`src/rtl/instruction_fetch_buffer.sv`:
```
// Decoupled instruction fetch front-end.
// Issues pipelined word requests to the instruction memory (req/gnt with
// in-order responses). Returned words are buffered with their PCs in a FIFO
// and handed to decode one per cycle over valid/ready. A redirect flushes the
// FIFO and restarts fetch. Responses that were already in flight at the
// redirect are counted and dropped as they come back.
// Optional build macro FETCH_FAULT_EN adds a per-entry fetch fault bit
// (imem_err in, if_fault out) and stops fetching after a faulted word.
module instruction_fetch_buffer #(
  parameter int unsigned DEPTH           = 4,
  parameter int unsigned MAX_OUTSTANDING = 2,
  parameter logic [31:0] RESET_VECTOR    = 32'h0000_0000
) (
  input  logic        clk,
  input  logic        reset,
  input  logic        redirect,
  input  logic [31:0] redirect_pc,
  output logic        imem_req,
  output logic [31:0] imem_addr,
  input  logic        imem_gnt,
  input  logic        imem_rvalid,
  input  logic [31:0] imem_rdata,
`ifdef FETCH_FAULT_EN
  input  logic        imem_err,
  output logic        if_fault,
`endif
  output logic        if_valid,
  output logic [31:0] if_pc,
  output logic [31:0] if_instruction,
  input  logic        if_ready
);

  localparam int unsigned PW  = (DEPTH > 1) ? $clog2(DEPTH) : 1;
  localparam int unsigned CW  = $clog2(DEPTH + 1);
  localparam logic [31:0] NOP = 32'h0000_0013;

  logic [31:0]   fetch_pc_q, fetch_pc_d;
  logic [31:0]   resp_pc_q, resp_pc_d;
  logic [CW-1:0] count_q, count_d;
  logic [CW-1:0] outst_q, outst_d;
  logic [CW-1:0] discard_q, discard_d;
  logic [PW-1:0] rd_ptr_q, rd_ptr_d;
  logic [PW-1:0] wr_ptr_q, wr_ptr_d;
  logic [31:0]   last_pc_q;

  logic [31:0]   fifo_pc_q  [DEPTH];
  logic [31:0]   fifo_ins_q [DEPTH];

  logic          grant;
  logic          resp_live;
  logic          push;
  logic          pop;
  logic          fifo_nonempty;
  logic          fault_hold;
  logic [CW:0]   occupancy;
  logic [31:0]   redirect_base;

  // Low two bits of the redirect target are meaningless for word fetch.
  assign redirect_base = redirect_pc & 32'hFFFF_FFFC;

  assign fifo_nonempty = (count_q != '0);
  assign occupancy     = {1'b0, count_q} + {1'b0, outst_q};

  // Credit rule: a request is only issued if its response is guaranteed a
  // FIFO slot, so the memory side never sees backpressure.
  assign imem_req  = reset & ~redirect & ~fault_hold
                   & (outst_q < CW'(MAX_OUTSTANDING))
                   & (occupancy < (CW + 1)'(DEPTH));
  assign imem_addr = fetch_pc_q;

  assign grant     = imem_req & imem_gnt;
  assign resp_live = imem_rvalid & (discard_q == '0);
  assign push      = resp_live & ~redirect & ~fault_hold;
  assign pop       = fifo_nonempty & if_ready;

  assign if_valid       = fifo_nonempty;
  assign if_pc          = fifo_nonempty ? fifo_pc_q[rd_ptr_q] : last_pc_q;
  assign if_instruction = fifo_nonempty ? fifo_ins_q[rd_ptr_q] : NOP;

`ifdef FETCH_FAULT_EN
  logic fault_hold_q;
  logic fifo_flt_q [DEPTH];

  assign fault_hold = fault_hold_q;
  assign if_fault   = fifo_nonempty & fifo_flt_q[rd_ptr_q];

  // Stop fetching once a faulted word is buffered; the trap redirect resumes.
  always_ff @(posedge clk or negedge reset) begin
    if (!reset) begin
      fault_hold_q <= 1'b0;
    end else if (redirect) begin
      fault_hold_q <= 1'b0;
    end else if (push & imem_err) begin
      fault_hold_q <= 1'b1;
    end
  end

  // Fault bit storage alongside each buffered word.
  always_ff @(posedge clk) begin
    if (push) begin
      fifo_flt_q[wr_ptr_q] <= imem_err;
    end
  end
`else
  assign fault_hold = 1'b0;
`endif

  // Next-state for fetch/response PCs, FIFO pointers and in-flight counters.
  always_comb begin
    fetch_pc_d = fetch_pc_q;
    resp_pc_d  = resp_pc_q;
    count_d    = count_q;
    outst_d    = outst_q;
    discard_d  = discard_q;
    rd_ptr_d   = rd_ptr_q;
    wr_ptr_d   = wr_ptr_q;

    if (grant) begin
      fetch_pc_d = fetch_pc_q + 32'd4;
    end

    if (grant & ~imem_rvalid) begin
      outst_d = outst_q + CW'(1);
    end else if (~grant & imem_rvalid) begin
      outst_d = outst_q - CW'(1);
    end

    if (imem_rvalid & (discard_q != '0)) begin
      discard_d = discard_q - CW'(1);
    end

    if (resp_live) begin
      resp_pc_d = resp_pc_q + 32'd4;
    end

    if (push) begin
      wr_ptr_d = wr_ptr_q + PW'(1);
    end
    if (pop) begin
      rd_ptr_d = rd_ptr_q + PW'(1);
    end
    if (push & ~pop) begin
      count_d = count_q + CW'(1);
    end else if (pop & ~push) begin
      count_d = count_q - CW'(1);
    end

    // Redirect: flush, restart both PCs, and mark every request still in
    // flight (minus one answered this cycle) as stale.
    if (redirect) begin
      fetch_pc_d = redirect_base;
      resp_pc_d  = redirect_base;
      count_d    = '0;
      rd_ptr_d   = '0;
      wr_ptr_d   = '0;
      discard_d  = imem_rvalid ? (outst_q - CW'(1)) : outst_q;
    end
  end

  // Control state registers; if_pc keeps the last head PC once drained.
  always_ff @(posedge clk or negedge reset) begin
    if (!reset) begin
      fetch_pc_q <= RESET_VECTOR;
      resp_pc_q  <= RESET_VECTOR;
      count_q    <= '0;
      outst_q    <= '0;
      discard_q  <= '0;
      rd_ptr_q   <= '0;
      wr_ptr_q   <= '0;
      last_pc_q  <= '0;
    end else begin
      fetch_pc_q <= fetch_pc_d;
      resp_pc_q  <= resp_pc_d;
      count_q    <= count_d;
      outst_q    <= outst_d;
      discard_q  <= discard_d;
      rd_ptr_q   <= rd_ptr_d;
      wr_ptr_q   <= wr_ptr_d;
      if (fifo_nonempty) begin
        last_pc_q <= fifo_pc_q[rd_ptr_q];
      end
    end
  end

  // FIFO data storage; validity is tracked by the pointers and count only.
  always_ff @(posedge clk) begin
    if (push) begin
      fifo_pc_q[wr_ptr_q]  <= resp_pc_q;
      fifo_ins_q[wr_ptr_q] <= imem_rdata;
    end
  end

endmodule

```
`config.mk`:
```
export PLATFORM = sky130hd
export DESIGN_NAME = instruction_fetch_buffer
export DESIGN_NICKNAME = d
export VERILOG_FILES = /design/src/rtl/instruction_fetch_buffer.sv
export SDC_FILE = /design/constraint.sdc
export NUM_CORES = 1
export LEC_CHECK = 0
export ABC_AREA = 1
export CORE_AREA = 2 2 153 267
export CTS_BUF_LIST = sky130_fd_sc_hd__clkbuf_2
export DETAILED_ROUTE_END_ITERATION = 8
export DIE_AREA = 0 0 155 269
export GPL_ROUTABILITY_DRIVEN = 0
export GPL_TIMING_DRIVEN = 0
export HOLD_SLACK_MARGIN = 0.02
export PLACE_DENSITY_LB_ADDON = 0.3
export SKIP_CTS_REPAIR_TIMING = 1
export SLEW_MARGIN = 10
export SYNTH_ARGS = -nofsm -noshare
export SYNTH_HDL_FRONTEND = slang
export SYNTH_SLANG_ARGS = --single-unit
```
`constraint.sdc`:
```
create_clock -name clk -period 10.23 [get_ports clk]
set_clock_uncertainty 0.1 [all_clocks]
set_input_delay 2.046 -clock clk [delete_from_list [all_inputs] [get_ports clk]]
set_output_delay 2.046 -clock clk [all_outputs]
set_load 0.02 [all_outputs]
```
* Word-level counts from Yosys, hierarchy flattened
Memories as Yosys holds them, arrays and structs flattened.
Cells that the tools add are included.
** Word-level totals
- Bits in writable memories :: 256
- Bits in registers :: 109
- Memories :: 2
- Input bits :: 70
** Memories
- fifo_ins_q :: words 4, bits a word 32, rd ports 1, clocked after Yosys merged registers in 0, write ports 1, RTL line 47 : logic [31:0] fifo_ins_q [DEPTH];
- fifo_pc_q :: words 4, bits a word 32, rd ports 1, clocked after Yosys merged registers in 0, write ports 1, RTL line 46 : logic [31:0] fifo_pc_q [DEPTH];
** Cells by class
- Mux-type cells :: 20
- Reductions and logical operators :: 10
- $lt $le $gt $ge :: 2
- Add/subtract/negate cells :: 10
- Bitwise operators :: 17
** Operators with widths (number)
- two-way mux 32 bit :: 6
- adder 32 x 3 -> 32 bit (second input constant) :: 2
- two-way mux 3 bit :: 8
- AND 1 bit :: 12
- nonzero test 2 bit :: 6
- nonzero test 3 bit :: 3
- subtractor 3 x 1 -> 3 bit (second input constant) :: 3
- two-way mux 2 bit :: 4
- adder 3 x 1 -> 3 bit (second input constant) :: 2
- inverter 1 bit :: 5
- adder 2 x 1 -> 2 bit (second input constant) :: 2
- adder 3 x 3 -> 4 bit :: 1
- less-than comparator 4 x 3 -> 1 bit (second input constant) :: 1
- logical NOT 3 bit :: 1
- less-than comparator 3 x 2 -> 1 bit (second input constant) :: 1
- two-way mux 1 bit :: 2

* Depth between registers and ports, before layout
- Depth in word-level cells :: 9
- Mapped depth :: 11
- Gate-level depth less buffers :: 11

* Worst setup path before layout
Ideal clock, no wire load.
- Path kind :: input-to-reg
- From :: input imem_rvalid
- To :: memory fifo_ins_q[0][0] (enable)
- Required time :: 9.648 ns
- Arrival time :: 4.968 ns
- Cell stages on the path :: 4
- Path slack :: 4.680 ns
- Cells stage by stage :: nand3_2 > nor2_4 > inv_2 > nor2_1
** Between the ends
- Longest elaborated chain between the ends :: 4
** RTL lines
- start, declared :: RTL line 21 : input logic imem_rvalid,
- AND 1 bit :: RTL line 72 : assign resp_live = imem_rvalid & (discard_q == '0);
- AND 1 bit :: RTL line 73 : assign push = resp_live & ~redirect & ~fault_hold;
- two-way mux 1 bit :: RTL line 187 : if (push) begin
- two-way mux 1 bit (implied by the code) :: RTL line 189 : fifo_ins_q[wr_ptr_q] <= imem_rdata;
- end, declared :: RTL line 47
Every way passes these cells.

* Final worst setup path
- From :: input reset
- To :: output imem_req
** Between the ends
- Longest elaborated chain between the ends :: 3
** RTL lines
- start, declared :: RTL line 15 : input logic reset,
- AND 1 bit :: RTL line 66 : assign imem_req = reset & ~redirect & ~fault_hold
- AND 1 bit :: RTL line 67 : & (outst_q < CW'(MAX_OUTSTANDING))
- AND 1 bit :: RTL line 68 : & (occupancy < (CW + 1)'(DEPTH));
- end, declared :: RTL line 18 : output logic imem_req,
Every way passes these cells.

==> out/metrics.sh <==
SYNTH-SEQ-CELLS=353
ANTENNA_FOUND_INITIAL=2
ACHIEVABLE_FREQUENCY_MHz=164
POWER.DENSITY_CELL_AREA_mW_PER_MM2=234
FP.DIEAREA_SQ_MM=0.0417
TOP_SIGNAL_LAYER_USED='met4'
FIRST_PASS_GRT_WIRE_LENGTH_UM=68400
SYNTH_EDF_COUNT=248
HOLD_PATH_DEPTH=2
MAX_SLEW_VIOLATION_COUNT=0
GRT_MAX_DEGREE=62
CRIT_PATH_CLASS='in2out'
OUTCOME='finished clean'
ROUTE.VIAS.TOTAL=12400
DIE_HEIGHT_UM=269
PERIOD_NEEDED_NS=6.11
POST-ROUTE-UTIL_PCT=47.8
CORE_AREA_SQ_MM=0.0397
START_UTIL_PCT=39.5
DETAIL-ROUTE-ANTENNA-NETS=0
PRECTSSETUPSLACK_NS=4.08
NUMCTSBUFFERS=81
H_TREE_DEPTH=3
SETUP-VIOLATIONS-FINAL=0
CRITICAL_PATH.REG2REG.STARTPOINT='discard_q[0]'
HOLD_VIOL=0
IO_PINS=168
CP.ARRIVAL_NS=3.97
POSTSYNTH.ASYNCRESETSHARE_PCT=29.7
LEAKAGE_nW=7.21
CP_MAX_FANOUT=61
FINAL.SETUP.TNS_NS=0
POST_ROUTE_CELLS_DRIVE_ABOVE_1_SHARE_PCT=11.2
DRT-PASS1-ITER-COUNT=5
CTS_BUFFER_DEPTH=3
MAX-VDD-IR-DROP_V=0.0000966
CTS_SINKS=353
REGTOREGSETUPSLACK_NS=7.46
GRT_UTIL_ALL_LAYERS_PCT=21.4
AREA_GROWTH_SYN_TO_LAYOUT_PCT=21.0
WORSTSETUPENDPOINTTYPE='output pin'
DESIGN.FINAL.NETS=1896
FINALCRITPERIODSHARE_PCT=59.8
GLOBALROUTEOVERFLOWTOTAL=0
CTS_ROOT_BUF='clkbuf_2'
SEQ_AREA_FRAC_SYNTH_PCT=64.3
WIRE_PER_INST_UM=18.7
VIAS_PER_CELL=5.22
FILLER_CELL_COUNT=3682
DIE_W_UM=155
REMAINING_DRC_ERRORS=0
SYNTHFLOPTYPE='edfxtp_1'
POSTSYNTHAREAPERCELL_SQ_UM=10.1
DESIGN_POWER_TOTAL_mW=4.43
DR.FIRST_ITER.DRC_COUNT=761
R2R.WORST_PATH.CELLS=8
RSZ0062_AT_GRT='false'
HOLD_PATH_CLASS='reg2reg'
TIGHTESTPINTRANSITION_NS=0.818
GRT_PASS1_VIAS=12900
PLACE.DETAILED.HPWL_UM=31300
MIN_DELAY_WORST_ENDPOINT='last_pc_q[1]'
ROUTED_WIRELENGTH_UM=44400
YOSYSWARNINGCOUNT=0
START_KIND='input pin'
FINALWORSTSETUPSLACK_NS=4.12
WL_MET2_UM=24200
SYNTH_CELL_TYPES=41
CRIT_REQUIRED_NS=8.08
SYNTHCELLS=1555
TIMING.RR.END='fifo_pc_q[3][12]'
DRV.MAX_CAP_VIOLATION_COUNT=0
FLOORPLAN.ROWS=97
MET3ROUTEDLENGTH_UM=2350
POSTPLACECELLAREA_SQ_MM=0.0182
TRITONCTS='built'
PLACE.PORT_BUFFERS=163
WORST_SKEW_LATE_LATENCY_NS=0.94
SLEW_HEADROOM_PCT=45.4
DETAIL_ROUTE.WIRELENGTH.MET1_UM=16100
FINAL_AREA_SQ_MM=0.0190
CLK_PIN_SLEW_WORST_SETUP_HOLD_PATHS_NS=0.11
NETLIST_AREA_SQ_MM=0.0157
MIN-DELAY-START='last_pc_q[1]'
[sequential cells by signal, summed over array words and instances (netlist names)]
register,flops
fifo_ins_q,128
fifo_pc_q,120
last_pc_q,32
imem_addr,30
resp_pc_q,30
count_q,3
discard_q,3
outst_q,3
rd_ptr_q,2
wr_ptr_q,2
[worst max-delay path, stage by stage]
cell	delay, ns
buf_6	0.40
buf_16	0.35
nand4_1	0.21
nor2_4	0.21
clkdlybuf4s50_1	0.67
[where the power goes]
group | switching (mW) | internal [mW]
logic | 1.09 | 0.644
registers | 0.112 | 1.68
clock network | 0.557 | 0.350
[cell families (layout without fill, tap and decap cells)]
family                   count (synthesis)  count (layout)  share of synthesized area, %
XOR/XNOR                                27              27                          1.51
buffers and inverters                  161             484                          4.33
adder cells (fa/ha/maj)                 14              14                          1.17
AO/OA/AOI/OAI                          261             261                          9.07
AND/OR/NAND/NOR                        738             738                          19.6
flip-flops                             353             353                          64.3
other                                    1               5                        0.0239
[Yosys cell counts (all sizes together), types with 3 or more instances]
| cell type | number | area share, % |
|---|---|---|
| xnor2 | 11 | 0.62 |
| a21oi | 51 | 1.6 |
| clkbuf | 25 | 0.60 |
| edfxtp | 248 | 48 |
| nand4 | 5 | 0.20 |
| o221ai | 3 | 0.17 |
| buf | 42 | 1.5 |
| nor2 | 378 | 9.4 |
| o21bai | 5 | 0.24 |
| nor3 | 14 | 0.71 |
| o211ai | 13 | 0.62 |
| o21ai | 151 | 4.8 |
| o311ai | 3 | 0.17 |
| xor2 | 16 | 0.89 |
| ha | 13 | 1.0 |
| dfrtp | 105 | 17 |
| inv | 94 | 2.3 |
| a31oi | 33 | 1.3 |
| nand2 | 261 | 6.5 |
| nand3 | 77 | 2.6 |
[per-stage QoR]
step / hold WS, ns / std cells
after floorplan: 0.396 / 1556
after global placement: 0.374 / 2214
after detailed placement: 0.381 / 2224
after CTS: 0.397 / 2374
after global routing: 0.418 / 2377
final: 0.394 / 2377
[layout make-up]
| type | count | area [sq um] | share of cell area (%) |
|---|---|---|---|
| inverters | 94 | 355 | 1.87 |
| well taps | 495 | 619 | 3.27 |
| repair buffers | 173 | 1860 | 9.83 |
| multi-input cells | 1042 | 4940 | 26.1 |
| plain buffers | 67 | 323 | 1.70 |
| clock inverters | 39 | 210 | 1.11 |
| clock buffers | 111 | 556 | 2.93 |
| diodes | 3 | 7.51 | 0.0396 |
| flip-flops and latches | 353 | 10100 | 53.2 |
[layer usage]
metal | GRT usage [%] | vias up
met3 | 4.08 | 108
met4 | 9.78 | 0
met1 | 22.0 | 6000
met5 | 0 | -
li1 | - | 5827
met2 | 41.5 | 470
[how the worst max path moves through the flow]
| stage | end | cells after the start | slack, ns | startpoint |
|---|---|---|---|---|
| 6_report | imem_req | 5 | 4.12 | reset |
| 5_1_grt | imem_req | 5 | 3.99 | reset |
| 3_3_place_gp | imem_req | 4 | -0.20 | reset |
| 3_5_place_dp | imem_req | 5 | 4.08 | reset |
| 2_1_floorplan | fifo_ins_q[0][0] | 4 | 4.68 | imem_rvalid |
| 4_1_cts | imem_req | 5 | 4.06 | reset |
[cells in the final DEF, fill, tap and decap left out, types with 16 or more instances in the layout]
cell type and count:
edfxtp_1 248, a21oi_1 51, nor2_1 360, buf_2 24, xor2_1 16, nand3_1 73
a31oi_1 33, inv_1 86, clkdlybuf4s50_1 162, clkbuf_2 111, dfrtp_1 105, clkbuf_1 25
nand2_1 256, o21ai_0 144, clkinv_1 27
(Power assumes the default switching activity.)
